**config.mk**
```make
export PLATFORM = sky130hd
export DESIGN_NAME = oyun_hamle_toplayici
export DESIGN_NICKNAME = d
export VERILOG_FILES = /design/src/rtl/oyun_hamle_toplayici_pkg.sv /design/src/rtl/oyun_hamle_toplayici_zaman_sayaci.sv /design/src/rtl/oyun_hamle_toplayici.sv
export SDC_FILE = /design/constraint.sdc
export NUM_CORES = 1
export LEC_CHECK = 0
export ABC_AREA = 1
export BUFFER_PORTS_ARGS = -buffer_cell sky130_fd_sc_hd__buf_2
export CORE_ASPECT_RATIO = 2
export CORE_MARGIN = 3
export CORE_UTILIZATION = 58
export CTS_CLUSTER_DIAMETER = 30
export DETAILED_ROUTE_END_ITERATION = 6
export PLACE_DENSITY = 0.83
export SYNTH_ARGS = -nofsm -noshare
export SYNTH_HDL_FRONTEND = slang
export SYNTH_SLANG_ARGS = --single-unit
```
**constraint.sdc**
```tcl
create_clock -name clk -period 2.8 [get_ports clk]
set_clock_uncertainty 0.05 [all_clocks]
set_input_delay 0.14 -clock clk [delete_from_list [all_inputs] [get_ports clk]]
set_output_delay 0.14 -clock clk [all_outputs]
set_load 0.005 [all_outputs]
```
**src/rtl/oyun_hamle_toplayici_pkg.sv**
```systemverilog
// Shared types for the oyun move collector: FSM state codes, move payload and point table.
package oyun_hamle_toplayici_pkg;

  localparam int unsigned HAMLE_W      = 2;
  localparam int unsigned HAMLE_SAYISI = 6;

  typedef enum logic [1:0] {
    IDLE        = 2'd0,
    TOPLA       = 2'd1,
    DEGERLENDIR = 2'd2,
    DONE        = 2'd3
  } durum_e;

  typedef struct packed {
    logic [HAMLE_W-1:0] x;
    logic [HAMLE_W-1:0] y;
  } hamle_t;

  // Point table indexed by {x,y}; any zero coordinate scores nothing.
  localparam logic [15:0][1:0] PUAN = {
    2'd1, 2'd2, 2'd1, 2'd0,   // x=3: y=3..0
    2'd2, 2'd3, 2'd2, 2'd0,   // x=2
    2'd1, 2'd2, 2'd1, 2'd0,   // x=1
    2'd0, 2'd0, 2'd0, 2'd0    // x=0
  };

  function automatic logic [1:0] puan(input logic [HAMLE_W-1:0] x, input logic [HAMLE_W-1:0] y);
    return PUAN[{x, y}];
  endfunction

endpackage

```
**src/rtl/oyun_hamle_toplayici_zaman_sayaci.sv**
```systemverilog
// Idle-cycle counter for the move timeout; saturates instead of wrapping.
module oyun_hamle_toplayici_zaman_sayaci #(
  parameter int unsigned SAYAC_W     = 10,
  parameter int unsigned ZAMAN_ASIMI = 1000
) (
  input  logic clk,
  input  logic rst_n,
  input  logic clr,
  input  logic en,
  output logic dolu
);

  logic [SAYAC_W-1:0] sayac_q;

  // The current cycle is the ZAMAN_ASIMI-th idle one once the count reaches ZAMAN_ASIMI-1.
  assign dolu = (sayac_q >= SAYAC_W'(ZAMAN_ASIMI - 1));

  // Count idle cycles, hold at all-ones.
  always_ff @(posedge clk) begin
    if (!rst_n || clr) begin
      sayac_q <= '0;
    end else if (en && (sayac_q != '1)) begin
      sayac_q <= sayac_q + SAYAC_W'(1);
    end
  end

endmodule

```
**src/rtl/oyun_hamle_toplayici.sv**
```systemverilog
// Sequential front end for the oyun evaluator: collects six ordered moves,
// enforces turn order and timeout, and latches the evaluator's verdict.
module oyun_hamle_toplayici
  import oyun_hamle_toplayici_pkg::*;
#(
  parameter int unsigned SAYAC_W     = 10,
  parameter int unsigned ZAMAN_ASIMI = 1000
) (
  input  logic               clk,
  input  logic               rst_n,
  input  logic               basla,
  input  logic               hamle_valid,
  input  logic               hamle_oyuncu,
  input  logic [HAMLE_W-1:0] hamle_x,
  input  logic [HAMLE_W-1:0] hamle_y,
  output logic               hamle_ready,
  output logic [HAMLE_W-1:0] X11,
  output logic [HAMLE_W-1:0] Y11,
  output logic [HAMLE_W-1:0] X21,
  output logic [HAMLE_W-1:0] Y21,
  output logic [HAMLE_W-1:0] X12,
  output logic [HAMLE_W-1:0] Y12,
  output logic [HAMLE_W-1:0] X22,
  output logic [HAMLE_W-1:0] Y22,
  output logic [HAMLE_W-1:0] X13,
  output logic [HAMLE_W-1:0] Y13,
  output logic [HAMLE_W-1:0] X23,
  output logic [HAMLE_W-1:0] Y23,
  input  logic               oyun_o,
  output logic [1:0]         tur,
  output logic               sira,
  output logic               sonuc_valid,
  output logic               sonuc,
  output logic               sira_hatasi,
  output logic               zaman_asimi
);

  durum_e     state_q;
  hamle_t     hamle_q [HAMLE_SAYISI];
  logic [1:0] tur_q;
  logic       sira_q;
  logic       ready_q;
  logic       sonuc_q;
  logic       sonuc_valid_q;
  logic       sira_hatasi_q;
  logic       zaman_asimi_q;

  logic       kabul_c;
  logic       dogru_c;
  logic       son_hamle_c;
  logic [2:0] slot_c;
  logic       dolu;

  // Handshake decode; slot index is {round-1, player}, giving P1R1,P2R1,P1R2,...
  always_comb begin
    kabul_c     = hamle_valid && ready_q;
    dogru_c     = kabul_c && (hamle_oyuncu == sira_q);
    son_hamle_c = (tur_q == 2'd3) && sira_q;
    slot_c      = {2'(tur_q - 2'd1), sira_q};
  end

  oyun_hamle_toplayici_zaman_sayaci #(
    .SAYAC_W    (SAYAC_W),
    .ZAMAN_ASIMI(ZAMAN_ASIMI)
  ) u_zaman_sayaci (
    .clk  (clk),
    .rst_n(rst_n),
    .clr  ((state_q != TOPLA) || dogru_c),
    .en   (state_q == TOPLA),
    .dolu (dolu)
  );

  // Game FSM with move storage, result latch and one-cycle status pulses.
  always_ff @(posedge clk) begin
    if (!rst_n) begin
      state_q       <= IDLE;
      tur_q         <= 2'd0;
      sira_q        <= 1'b0;
      ready_q       <= 1'b0;
      sonuc_q       <= 1'b0;
      sonuc_valid_q <= 1'b0;
      sira_hatasi_q <= 1'b0;
      zaman_asimi_q <= 1'b0;
      for (int i = 0; i < int'(HAMLE_SAYISI); i++) hamle_q[i] <= '0;
    end else begin
      sira_hatasi_q <= 1'b0;
      zaman_asimi_q <= 1'b0;
      case (state_q)
        IDLE, DONE: begin
          if (basla) begin
            state_q       <= TOPLA;
            tur_q         <= 2'd1;
            sira_q        <= 1'b0;
            ready_q       <= 1'b1;
            sonuc_q       <= 1'b0;
            sonuc_valid_q <= 1'b0;
            for (int i = 0; i < int'(HAMLE_SAYISI); i++) hamle_q[i] <= '0;
          end else if (state_q == DONE) begin
            // Flag the result one cycle after it was latched.
            sonuc_valid_q <= 1'b1;
          end
        end
        TOPLA: begin
          if (dogru_c) begin
            for (int i = 0; i < int'(HAMLE_SAYISI); i++) begin
              if (slot_c == 3'(i)) hamle_q[i] <= '{x: hamle_x, y: hamle_y};
            end
            if (son_hamle_c) begin
              state_q <= DEGERLENDIR;
              tur_q   <= 2'd0;
              sira_q  <= 1'b0;
              ready_q <= 1'b0;
            end else begin
              sira_q <= ~sira_q;
              if (sira_q) tur_q <= tur_q + 2'd1;
            end
          end else begin
            if (kabul_c) sira_hatasi_q <= 1'b1;
            if (dolu) begin
              state_q       <= IDLE;
              tur_q         <= 2'd0;
              sira_q        <= 1'b0;
              ready_q       <= 1'b0;
              zaman_asimi_q <= 1'b1;
              for (int i = 0; i < int'(HAMLE_SAYISI); i++) hamle_q[i] <= '0;
            end
          end
        end
        DEGERLENDIR: begin
          sonuc_q <= oyun_o;
          state_q <= DONE;
        end
        default: state_q <= IDLE;
      endcase
    end
  end

  assign hamle_ready = ready_q;
  assign tur         = tur_q;
  assign sira        = sira_q;
  assign sonuc       = sonuc_q;
  assign sonuc_valid = sonuc_valid_q;
  assign sira_hatasi = sira_hatasi_q;
  assign zaman_asimi = zaman_asimi_q;

  assign X11 = hamle_q[0].x;
  assign Y11 = hamle_q[0].y;
  assign X21 = hamle_q[1].x;
  assign Y21 = hamle_q[1].y;
  assign X12 = hamle_q[2].x;
  assign Y12 = hamle_q[2].y;
  assign X22 = hamle_q[3].x;
  assign Y22 = hamle_q[3].y;
  assign X13 = hamle_q[4].x;
  assign Y13 = hamle_q[4].y;
  assign X23 = hamle_q[5].x;
  assign Y23 = hamle_q[5].y;

endmodule

```
==> summary.md, run 1 <==
| Metric | Value |
|---|---|
| Die height | 91.8 um |
| Reg-to-Reg Start | state_q[1]$_SDFFE_PN0P_ |
| PD cells | 790 nW/um2 |
| Crit-path max cell delay | 470 ps |
| Leak Pwr | 1.14 nW |
| Routed WL per cell | 12.8 um |
| Post-Synth XOR/XNOR Area | 1.64% |
| Post-route ant nets | 0 |
| CTS sink count | 44 |
| 1st-iter DRT viols | 31 |
| Die area | 4490 um2 |
| Number of gates resized after cts | 0 |
| Worst hold start | oyun_o |
| Number of H-tree levels | 2 |
| Sequential Power Share | 44.1% |
| Synth Area in Adders | 4.10% |
| CTS tree | done |
| Final min period | 2060 ps |
| Ys Warns | 0 |
| Placer Congestion | 0.913 |
| Crit end category | flop |
| Simple logic cell fraction of the synthesized area | 30.2% |
| Sequential share of the synthesized area | 52.5% |
| Internal | 0.00129 W |
| Worst path required time | 2760 ps |
| Worst vdd ir | 0.000656 V |
| Gr usage total | 20.1% |
| Combinational Power Share | 30.8% |
| Worst hold stages | 3 |
| Crit path max fanout | 10 |
| Initial antenna violation count | 0 |
| Clock transition at the registers of the reported paths | 90 ps |
| Max-slew violations | 0 |
| Setup Buffers After CTS | 0 |
| Worst min path class | in -> reg |
| WP data arrival | 2020 ps |
| Tcrit/Tclk final | 73.7% |
| Synth cell types | 25 |
| Global-route wire length before repair | 7000 um |
| First-pass iteration count of the detailed router | 5 |
| Initial Utilization | 61.8% |
| Total grt overflow | 0 |
| Layout filler cell count | 291 |
| Core footprint | 3450 um2 |
| #FFs+latches synth | 44 |
| Status | finished, final reports clean |
| Synthesized area per cell | 8.83 um2 |
| R2R Setup Slk | 740 ps |
| Cts bufs inserted | 5 |
| Pin slew with the least headroom to its limit | 476 ps |
| Clk_lat worst skew | 300 ps |
| Max-slew headroom | 68.3% |
| Cts-stage hold buffer count | 0 |
| Crit path kind | reg -> reg |
| R2R Path End | hamle_q[1][1]$_SDFFCE_PP0P_ |
| Hold EP | sonuc$_SDFFE_PN0P_ |
| Max cap viols | 0 |
| Clock root buffer | clkbuf_8 |
| Synth Instances | 242 |
| Startpoint Class | flop |
| Hold Fails Final Rpt | 0 |
| Synthesis-to-finish area growth | 16.8% |
| Clock power share | 25.1% |
| WP depth | 6 |
| Final-stage net count | 304 |
| I/O Pins | 42 |
| Mux cell area share after synthesis | 0% |
| Unrepaired setup endpoints after global routing | no |
| Ant diodes | 0 |
| CP max-delay cell | ha_1 |
| Die width | 48.9 um |
| Final setup fails | 0 |
| Combinational family with the most area after synthesis | simple AND/OR/NAND/NOR gates |
| Fraction of layout cells with a size suffix above 1 | 24.0% |
| CP bufs+invs | 2 |
| Vias post-DR | 1768 |
| Cells along the critical path | inv_1 > ha_1 > inv_1 > nor4_4 > nand2_1 > nand2_1 |
| CTS max path bufs | 2 |
| Total power | 0.00197 W |
| Compound-Gate Fraction of Synth Area | 5.45% |
| Number of global-route vias before repair | 1616 |
| Largest net degree at the start of global routing | 16 |
| Switching power | 0.000684 W |
| TNS Setup | 0 ps |
| DRC Markers | 0 |
| Vias per cell | 5.26 |
| Post-synth net total | 259 |
| Final wirelength | 4310 um |
| Detailed placer's ending HPWL | 3250 um |
| Port Buffer Count | 41 |
| Fmax | 484 MHz |
| Mapped Area | 2140 um2 |
| Register-to-Register Path Depth | 6 |
| Placement Rows | 30 |
| Sw frac | 34.7% |
| Top Family by Delay on Critical Path | simple AND/OR/NAND/NOR gates |
[kinds of logic (layout without fill, tap and decap cells)]
family / Yosys count / in the layout
buffers and inverters: 32 / 78
and+or+nand+nor: 134 / 134
adders and majority gates: 7 / 7
DFF: 44 / 44
AOI/OAI and AO/OA: 21 / 21
xor gates and xnor gates: 4 / 4
[tightest hold or removal path, cell delays in order]
cell and delay (ps):
buf_2 90, nand3_1 80, a21oi_1 60
[through the flow]
| step | std cells | hold WS [ps] | setup slack (ps) | util, % | cell area, um2 |
|---|---|---|---|---|---|
| 6_report | 336 | 63.6 | 736 | 72.2 | 2490 |
| 5_1_grt | 336 | 88.3 | 516 | 72.2 | 2490 |
| 4_1_cts | 336 | 66.7 | 750 | 72.2 | 2490 |
| 3_5_place_dp | 328 | 386 | 777 | 68.9 | 2380 |
| 3_3_place_gp | 328 | 375 | 859 | 68.9 | 2380 |
| 2_1_floorplan | 242 | 254 | 1070 | - | 2140 |
[cells in the final DEF, fill, tap and decap left out, drive strengths merged]
cell	n
bufinv	1
xnor2	1
nor2	48
edfxtp	24
nand2	58
nand3	15
inv	30
nor4	1
o21ai	6
dfxtp	20
xor2	3
buf	41
ha	7
or2	1
nor3	1
clkinvlp	1
a21oi	15
nand4	10
clkbuf	5
[power groups by stage]
stage	Clock, W	Combinational (W)	Sequential, W
finish	0.000495	0.000606	0.000870
global route	0.000510	0.000685	0.000886
CTS	0.000491	0.000611	0.000870
detailed placement	0	0.000609	0.000885
global placement	0	0.000596	0.000882
floorplan	0	0.000397	0.000896
[worst max path at each step]
stage,slack [ps],end,startpoint
after detailed placement,780,hamle_q[2][1]$_SDFFCE_PP0P_,state_q[1]$_SDFFE_PN0P_
after CTS,750,hamle_q[1][2]$_SDFFCE_PP0P_,state_q[1]$_SDFFE_PN0P_
after global placement,860,hamle_q[1][2]$_SDFFCE_PP0P_,state_q[1]$_SDFFE_PN0P_
after global routing,520,hamle_q[1][1]$_SDFFCE_PP0P_,state_q[1]$_SDFFE_PN0P_
after floorplan,1070,hamle_q[1][0]$_SDFFCE_PP0P_,state_q[1]$_SDFFE_PN0P_
final,740,hamle_q[1][1]$_SDFFCE_PP0P_,state_q[1]$_SDFFE_PN0P_
[layout make-up]
type	count	area, um2	share of cell area (%)
clock buffer	5	68.8	2.76
clock inverter	3	46.3	1.86
inverter	29	109	4.36
multi-input combinational	166	885	35.5
sequential	44	1120	44.9
tap	48	60.1	2.41
timing repair buffer	41	205	8.22
[cell usage after synthesis]
cell type  instances  area (um2)
dfxtp_1           20         400
nand3_4            2        35.0
nor4_4             1        21.3
o21ai_1            1        5.00
nor2_1            45         169
a21oi_1           15        75.1
nand4_1           10        62.6
nor2_2             1        6.26
inv_2              3        11.3
buf_6              1        11.3
o21ai_4            1        16.3
or2_2              1        6.26
nand3_1            8        40.0
nand2_1           54         203
nor3_1             1        5.00
nor2_4             2        22.5
ha_1               7        87.6
edfxtp_1          24         721
xnor2_1            1        8.76
inv_1             26        97.6
buf_2              2        10.0
o21ai_0            4        20.0
nand3_2            5        50.1
nand2_2            4        25.0
xor2_1             3        26.3
[metal layers]
layer | routed length, um | track usage (%) | vias up
met5 | 0 | 0 | -
li1 | - | - | 873
met4 | 173 | 13.3 | 0
met2 | 2390 | 37.5 | 68
met3 | 182 | 2.76 | 17
met1 | 1560 | 19.8 | 810
[flip-flops by register name (all words and copies together) (netlist names)]
name	cells
zaman_asimi	1
sonuc	1
hamle_ready	1
u_zaman_sayaci.sayac_q	10
sira_hatasi	1
hamle_q	24
sira	1
sonuc_valid	1
tur	2
state_q	2
(Power assumes the default switching activity.)
==> run 2, diff against run 1 <==
Settings changed: CORE_UTILIZATION 58 to 49, PLACE_DENSITY 0.83 to 0.75.
Clock period 2.8 ns to 1.7 ns, I/O delays scaled along.
==> run 2 against run 1 <==
Fmax rose by 28%. Flip-flop and latch count did not move. Highest routed layer unchanged. Clock power rose by 54%. Sequential share of layout area fell by 2.8 points.
==> summary.md, run 2 (synthesis gave the netlist of run 1 again) <==
| Metric | Value |
|---|---|
| Status | finished, final reports clean |
| Routed WL per cell | 12.0 um (-6.7%) |
| CP max-delay cell | dfxtp_4 |
| Most common cell after layout, fill and taps aside | nand2_1 |
| Top cell by count, worst path | nand2_1 |
| Placement Rows | 33 (+10%) |
| Reg-to-Reg Start | state_q[0]$_SDFFE_PN0P_ |
| Number of H-tree levels | 2 (unchanged) |
| Port Buffer Count | 41 (unchanged) |
| Max reg flops | 24 (unchanged) |
| Vias per cell | 5.06 (-3.9%) |
| R2R Setup Slk | 90 ps (-650 ps) |
| Ant diodes | 0 (unchanged) |
| Max cap viols | 0 (unchanged) |
| Register-to-Register Path Depth | 6 (unchanged) |
| Most frequent cells in the layout | nand2_1 (47), nor2_1 (44), buf_2 (41) |
| Die width | 52.7 um (+7.7%) |
| Crit path max fanout | 6 (-4) |
| Synthesis-to-finish area growth | 25.5% |
| First-pass iteration count of the detailed router | 4 (-1) |
| Initial antenna violation count | 0 (unchanged) |
| Total power | 0.00337 W (+71%) |
| PD cells | 1260 nW/um2 (+59%) |
| Tcrit/Tclk final | 94.8% (+21 points) |
| Core footprint | 4170 um2 (+21%) |
| Die height | 99.4 um (+8.2%) |
| DRC Markers | 0 (unchanged) |
| Biggest regs | hamle_q (24), u_zaman_sayaci.sayac_q (10) |
| Leak Pwr | 1.22 nW (+7.1%) |
| Top reg by flops | hamle_q |
| Worst path required time | 1690 ps (-1070 ps) |
| Initial Utilization | 51.2% (-11 points) |
| Final setup fails | 0 (unchanged) |
| Unrepaired setup endpoints after global routing | yes |
| Clock root buffer | clkbuf_8 |
| Vias post-DR | 1805 (+2.1%) |
| Final min period | 1610 ps (-452 ps) |
| CTS max path bufs | 2 (unchanged) |
| Gr usage total | 18.8% (-1.3 points) |
| Hold Fails Final Rpt | 0 (unchanged) |
| CTS sink count | 44 (unchanged) |
| Fin cells | 357 (+6.3%) |
| Max-slew headroom | 80.4% (+12 points) |
| Worst min path class | in -> reg |
| WP depth | 6 (unchanged) |
| Final-stage net count | 321 (+5.6%) |
| Crit path kind | reg -> reg |
| Detailed placer's ending HPWL | 3410 um (+5.0%) |
| Number of global-route vias before repair | 1788 (+11%) |
| DP Cell Count | 348 (+6.1%) |
| Pin slew with the least headroom to its limit | 293 ps (-183 ps) |
| CTS tree | done |
| R2R Path End | hamle_q[2][1]$_SDFFCE_PP0P_ |
| Final wirelength | 4270 um (-0.86%) |
| Clk_lat worst skew | 290 ps (about the same) |
| Cts-stage hold buffer count | 0 (unchanged) |
| Fraction of layout cells with a size suffix above 1 | 32.8% (+8.8 points) |
| 1st-iter DRT viols | 27 (-13%) |
| Clock transition at the registers of the reported paths | 80 ps (about the same) |
| Startpoint Class | flop |
| Placer Congestion | 0.878 (-3.8%) |
| Post-route ant nets | 0 (unchanged) |
| Fmax | 620 MHz (+28%) |
| Hold Slack | 4.11 ps (-59.5 ps) |
| Die area | 5240 um2 (+17%) |
| Total grt overflow | 0 (unchanged) |
| Cells along the critical path | inv_1 > ha_1 > nand2_1 > nand2_1 > nor2_4 > nand2_2 |
| Crit path from | state_q[0]$_SDFFE_PN0P_ |
| Worst vdd ir | 0.000793 V (+21%) |
| Crit-path max cell delay | 380 ps (-90 ps) |
| Largest net degree at the start of global routing | 14 (-2) |
| Global-route wire length before repair | 7360 um (+5.1%) |
| I/O Pins | 42 (unchanged) |
| CP endpoint | hamle_q[2][1]$_SDFFCE_PP0P_ |
| Max-slew violations | 0 (unchanged) |
| WP data arrival | 1600 ps (-420 ps) |
| CP bufs+invs | 1 (-1) |
| Cts bufs inserted | 5 (unchanged) |
| Crit end category | flop |
| Top Family by Delay on Critical Path | simple AND/OR/NAND/NOR gates |
-- run 2: cell types whose count changed in the layout (fill, tap and decap cells not counted), moves of 2 or more --
cell / before / now
buf_4: 0 / 17
dfxtp_1: 20 / 16
dfxtp_2: 0 / 3
ha_1: 7 / 5
nand2_1: 54 / 47
nand2_2: 4 / 11
-- run 2: per-layer routing --
layer / global-route usage, % / share of wire, % / up-vias
li1: - / - / 909
met1: 17.4 / 34 / 821
met2: 34.8 / 57 / 55
met3: 3.30 / 4.4 / 20
met4: 12.4 / 5.1 / 0
met5: 0 / 0 / -
-- run 2: how the worst min path moves through the flow --
stage	start	to	slack, ps	cells after the start
2_1_floorplan	basla	hamle_ready$_SDFFE_PN0P_	200	2
3_3_place_gp	oyun_o	sonuc$_SDFFE_PN0P_	310	3
3_5_place_dp	oyun_o	sonuc$_SDFFE_PN0P_	330	3
4_1_cts	oyun_o	sonuc$_SDFFE_PN0P_	3	3
5_1_grt	oyun_o	sonuc$_SDFFE_PN0P_	20	3
6_report	oyun_o	sonuc$_SDFFE_PN0P_	4	3
-- run 2: area by class of cell --
cell class	instances	area, um2
well taps	52	65.1
clock buffers	6	72.6
inverters	29	109
multi-input cells	166	937
clock inverters	2	35.0
repair buffers	58	333
fillers	346	1490
flip-flops and latches	44	1130
-- run 2: tightest hold or removal path: stages --
cell and delay [ps]:
buf_2 90, nand3_1 70, a21oi_1 60
-- run 2: through the flow --
stage	util, %	worst slack, ps	area (um2)	setup TNS [ps]
after floorplan	-	36.9	2140	0
after detailed placement	60.1	10.0	2500	0
after global placement	60.1	60.2	2500	0
after CTS	62.7	3.45	2620	0
after global routing	64.3	-57.0	2680	-57.0
final	64.3	87.6	2680	0
-- run 2: timing repair --
action | in CTS | in global routing
pin swaps | 0 | 2
gates resized for setup | 1 | 18
setup endpoints to repair | 4 | 47
buffers inserted | 0 | 1
-- run 2: report_power, final --
group | internal, W | switching, W | total, W
logic | 0.000473 | 0.000686 | 0.00116
clock network | 0.000436 | 0.000325 | 0.000761
registers | 0.00135 | 0.0000976 | 0.00145
==> run 3, diff against run 2 <==
Settings changed: CORE_UTILIZATION 49 to 58, PLACE_DENSITY 0.75 to 0.83.
Clock period 1.7 ns to 2 ns, I/O delays scaled along.
==> run 3 against run 2 <==
Final area down 6.0%. Power shrank 17%. Clock power down 10%. Register-to-register slack improved by 110 ps. Utilization rose by 8.7 points. Critical path type unchanged. Hold slack gained 14 ps. Wire length grew 2.0%.
==> summary.md, run 3 (synthesis gave the netlist of run 1 again) <==
| Metric | Value |
|---|---|
| Gr usage total | 21.2% (+2.4 points) |
| WP data arrival | 1760 ps (+160 ps) |
| Worst min path class | in -> reg |
| CTS max path bufs | 2 (unchanged) |
| Max-slew violations | 0 (unchanged) |
| Number of gates resized after cts | 0 (-1) |
| PD cells | 1100 nW/um2 (-12%) |
| Crit-path max cell delay | 360 ps (-20 ps) |
| Worst path required time | 1950 ps (+260 ps) |
| Core footprint | 3450 um2 (-17%) |
| Vias post-DR | 1732 (-4.0%) |
| Die height | 91.8 um (-7.6%) |
| Worst hold start | oyun_o |
| Initial Utilization | 61.8% (+11 points) |
| CTS tree | done |
| Most frequent cells in the layout | nand2_1 (53), nor2_1 (45), buf_2 (41) |
| Switching power | 0.000953 W (-14%) |
| Fraction of layout cells with a size suffix above 1 | 25.1% (-7.7 points) |
| Crit path max fanout | 6 (unchanged) |
| Combinational Power Share | 31.5% (-3.0 points) |
| Leak Pwr | 1.16 nW (-5.5%) |
| I/O Pins | 42 (unchanged) |
| Placer Congestion | 0.827 (-5.8%) |
| Initial antenna violation count | 0 (unchanged) |
| Ant diodes | 0 (unchanged) |
| Routed WL per cell | 12.9 um (+7.4%) |
| Startpoint Class | flop |
| Register-to-Register Path Depth | 6 (unchanged) |
| Number of global-route vias before repair | 1727 (-3.4%) |
| Clock transition at the registers of the reported paths | 80 ps (about the same) |
| Max cap viols | 0 (unchanged) |
| Post-route ant nets | 0 (unchanged) |
| Port Buffer Count | 41 (unchanged) |
| Global-route wire length before repair | 7360 um (about the same) |
| Most common cell after layout, fill and taps aside | nand2_1 |
| Worst hold stages | 3 (unchanged) |
| First-pass iteration count of the detailed router | 4 (unchanged) |
| CP max-delay cell | dfxtp_1 |
| Final min period | 1800 ps (+191 ps) |
| Top reg by flops | hamle_q |
| Clock root buffer | clkbuf_8 |
| Reg-to-Reg Start | state_q[1]$_SDFFE_PN0P_ |
| Clock power share | 24.6% (+2.0 points) |
| Sequential Power Share | 43.9% (+1.0 points) |
| R2R Path End | hamle_q[3][1]$_SDFFCE_PP0P_ |
| Biggest regs | hamle_q (24), u_zaman_sayaci.sayac_q (10) |
| Tcrit/Tclk final | 90.2% (-4.7 points) |
| Fin area | 2520 um2 (-6.0%) |
| Cts bufs inserted | 5 (unchanged) |
| Crit end category | flop |
| Top Family by Delay on Critical Path | simple AND/OR/NAND/NOR gates |
| Cts-stage hold buffer count | 0 (unchanged) |
| Layout filler cell count | 278 (-20%) |
| Crit path kind | reg -> reg |
| Total grt overflow | 0 (unchanged) |
| Final-stage net count | 307 (-4.4%) |
| Die width | 48.9 um (-7.2%) |
| CTS sink count | 44 (unchanged) |
| 1st-iter DRT viols | 43 (+59%) |
| Max reg flops | 24 (unchanged) |
| Pin slew with the least headroom to its limit | 312 ps (+19.0 ps) |
| DRC Markers | 0 (unchanged) |
| Top cell by count, worst path | inv_1 |
| R2R Setup Slk | 200 ps (+110 ps) |
| Sw frac | 34.2% (+1.3 points) |
| Worst vdd ir | 0.000751 V (-5.3%) |
| Hold Slack | 18.3 ps (+14.2 ps) |
| Hold Fails Final Rpt | 0 (unchanged) |
| Detailed placer's ending HPWL | 3410 um (-0.11%) |
| Number of H-tree levels | 2 (unchanged) |
| Final setup fails | 0 (unchanged) |
| Status | finished, final reports clean |
| Largest net degree at the start of global routing | 16 (+2) |
| Clk_lat worst skew | 300 ps (about the same) |
| Sequential Area | 1120 um2 (-0.66%) |
| Multi-input combinational cell area | 887 um2 (-5.3%) |
| Vias per cell | 5.11 (+1.1%) |
| Hold EP | sonuc$_SDFFE_PN0P_ |
| Internal | 0.00183 W (-19%) |
| Fmax | 554 MHz (-11%) |
| Max-slew headroom | 79.1% (-1.3 points) |
| Final wirelength | 4360 um (+2.0%) |
| TNS Setup | 0 ps (unchanged) |
| Placement Rows | 30 (-9.1%) |
| Unrepaired setup endpoints after global routing | no |
| Synthesis-to-finish area growth | 18.0% |
| Setup Buffers After CTS | 0 (unchanged) |
| CP bufs+invs | 2 (+1) |
| Cell Area, Placed | 2400 um2 (-4.1%) |
| Die area | 4490 um2 (-14%) |
| Cells along the critical path | inv_1 > ha_1 > inv_1 > nor2_1 > nand4_1 > nand2_2 |
==> run 3: final cells by class <==
class | instances | share of cell area, %
Timing Repair Buffer | 44 | 9.04
Sequential cell | 44 | 44.5
Clock buffer | 5 | 2.73
Clock inverter | 3 | 1.84
Multi-Input combinational cell | 166 | 35.2
Tap cell | 48 | 2.38
Inverter | 29 | 4.32
==> run 3: metrics by stage <==
stage / total power, W / std cells / util (%) / worst slack [ps]
3_5_place_dp: 0.00212 / 331 / 69.6 / 187
2_1_floorplan: 0.00181 / 242 / - / 270
5_1_grt: 0.00295 / 339 / 73.0 / 40.4
4_1_cts: 0.00280 / 339 / 72.9 / 176
3_3_place_gp: 0.00210 / 331 / 69.6 / 290
6_report: 0.00278 / 339 / 73.0 / 196
==> run 3: layer usage <==
layer / global-route usage [%] / vias up / routed length [um]
met3: 3.41 / 14 / 129
met2: 40.6 / 45 / 2560
met4: 13.5 / 0 / 126
met1: 20.0 / 795 / 1540
met5: 0 / - / 0
li1: - / 878 / -
==> run 3: how the worst max path moves through the flow <==
| stage | start | endpoint | depth (start not counted) |
|---|---|---|---|
| 2_1_floorplan | state_q[1]$_SDFFE_PN0P_ | hamle_q[1][0]$_SDFFCE_PP0P_ | 7 |
| 3_3_place_gp | state_q[1]$_SDFFE_PN0P_ | hamle_q[3][2]$_SDFFCE_PP0P_ | 6 |
| 3_5_place_dp | state_q[1]$_SDFFE_PN0P_ | hamle_q[3][1]$_SDFFCE_PP0P_ | 6 |
| 4_1_cts | state_q[1]$_SDFFE_PN0P_ | hamle_q[3][1]$_SDFFCE_PP0P_ | 6 |
| 5_1_grt | state_q[1]$_SDFFE_PN0P_ | hamle_q[3][1]$_SDFFCE_PP0P_ | 6 |
| 6_report | state_q[1]$_SDFFE_PN0P_ | hamle_q[3][1]$_SDFFCE_PP0P_ | 6 |
==> run 3: power by group through the flow <==
stage	clock network, W	logic [W]	registers [W]
detailed placement	0	0.000880	0.00124
global placement	0	0.000868	0.00123
floorplan	0	0.000555	0.00125
global route	0.000727	0.000978	0.00124
CTS	0.000692	0.000883	0.00122
finish	0.000684	0.000878	0.00122
==> run 3: worst register-to-register path, delay by kind of cell, from the launching register on <==
kind	cells	cell delay [ps]
adder cells (fa/ha/maj)	1	270
flip-flops	1	360
AND/OR/NAND/NOR	3	620
buffers and inverters	2	220
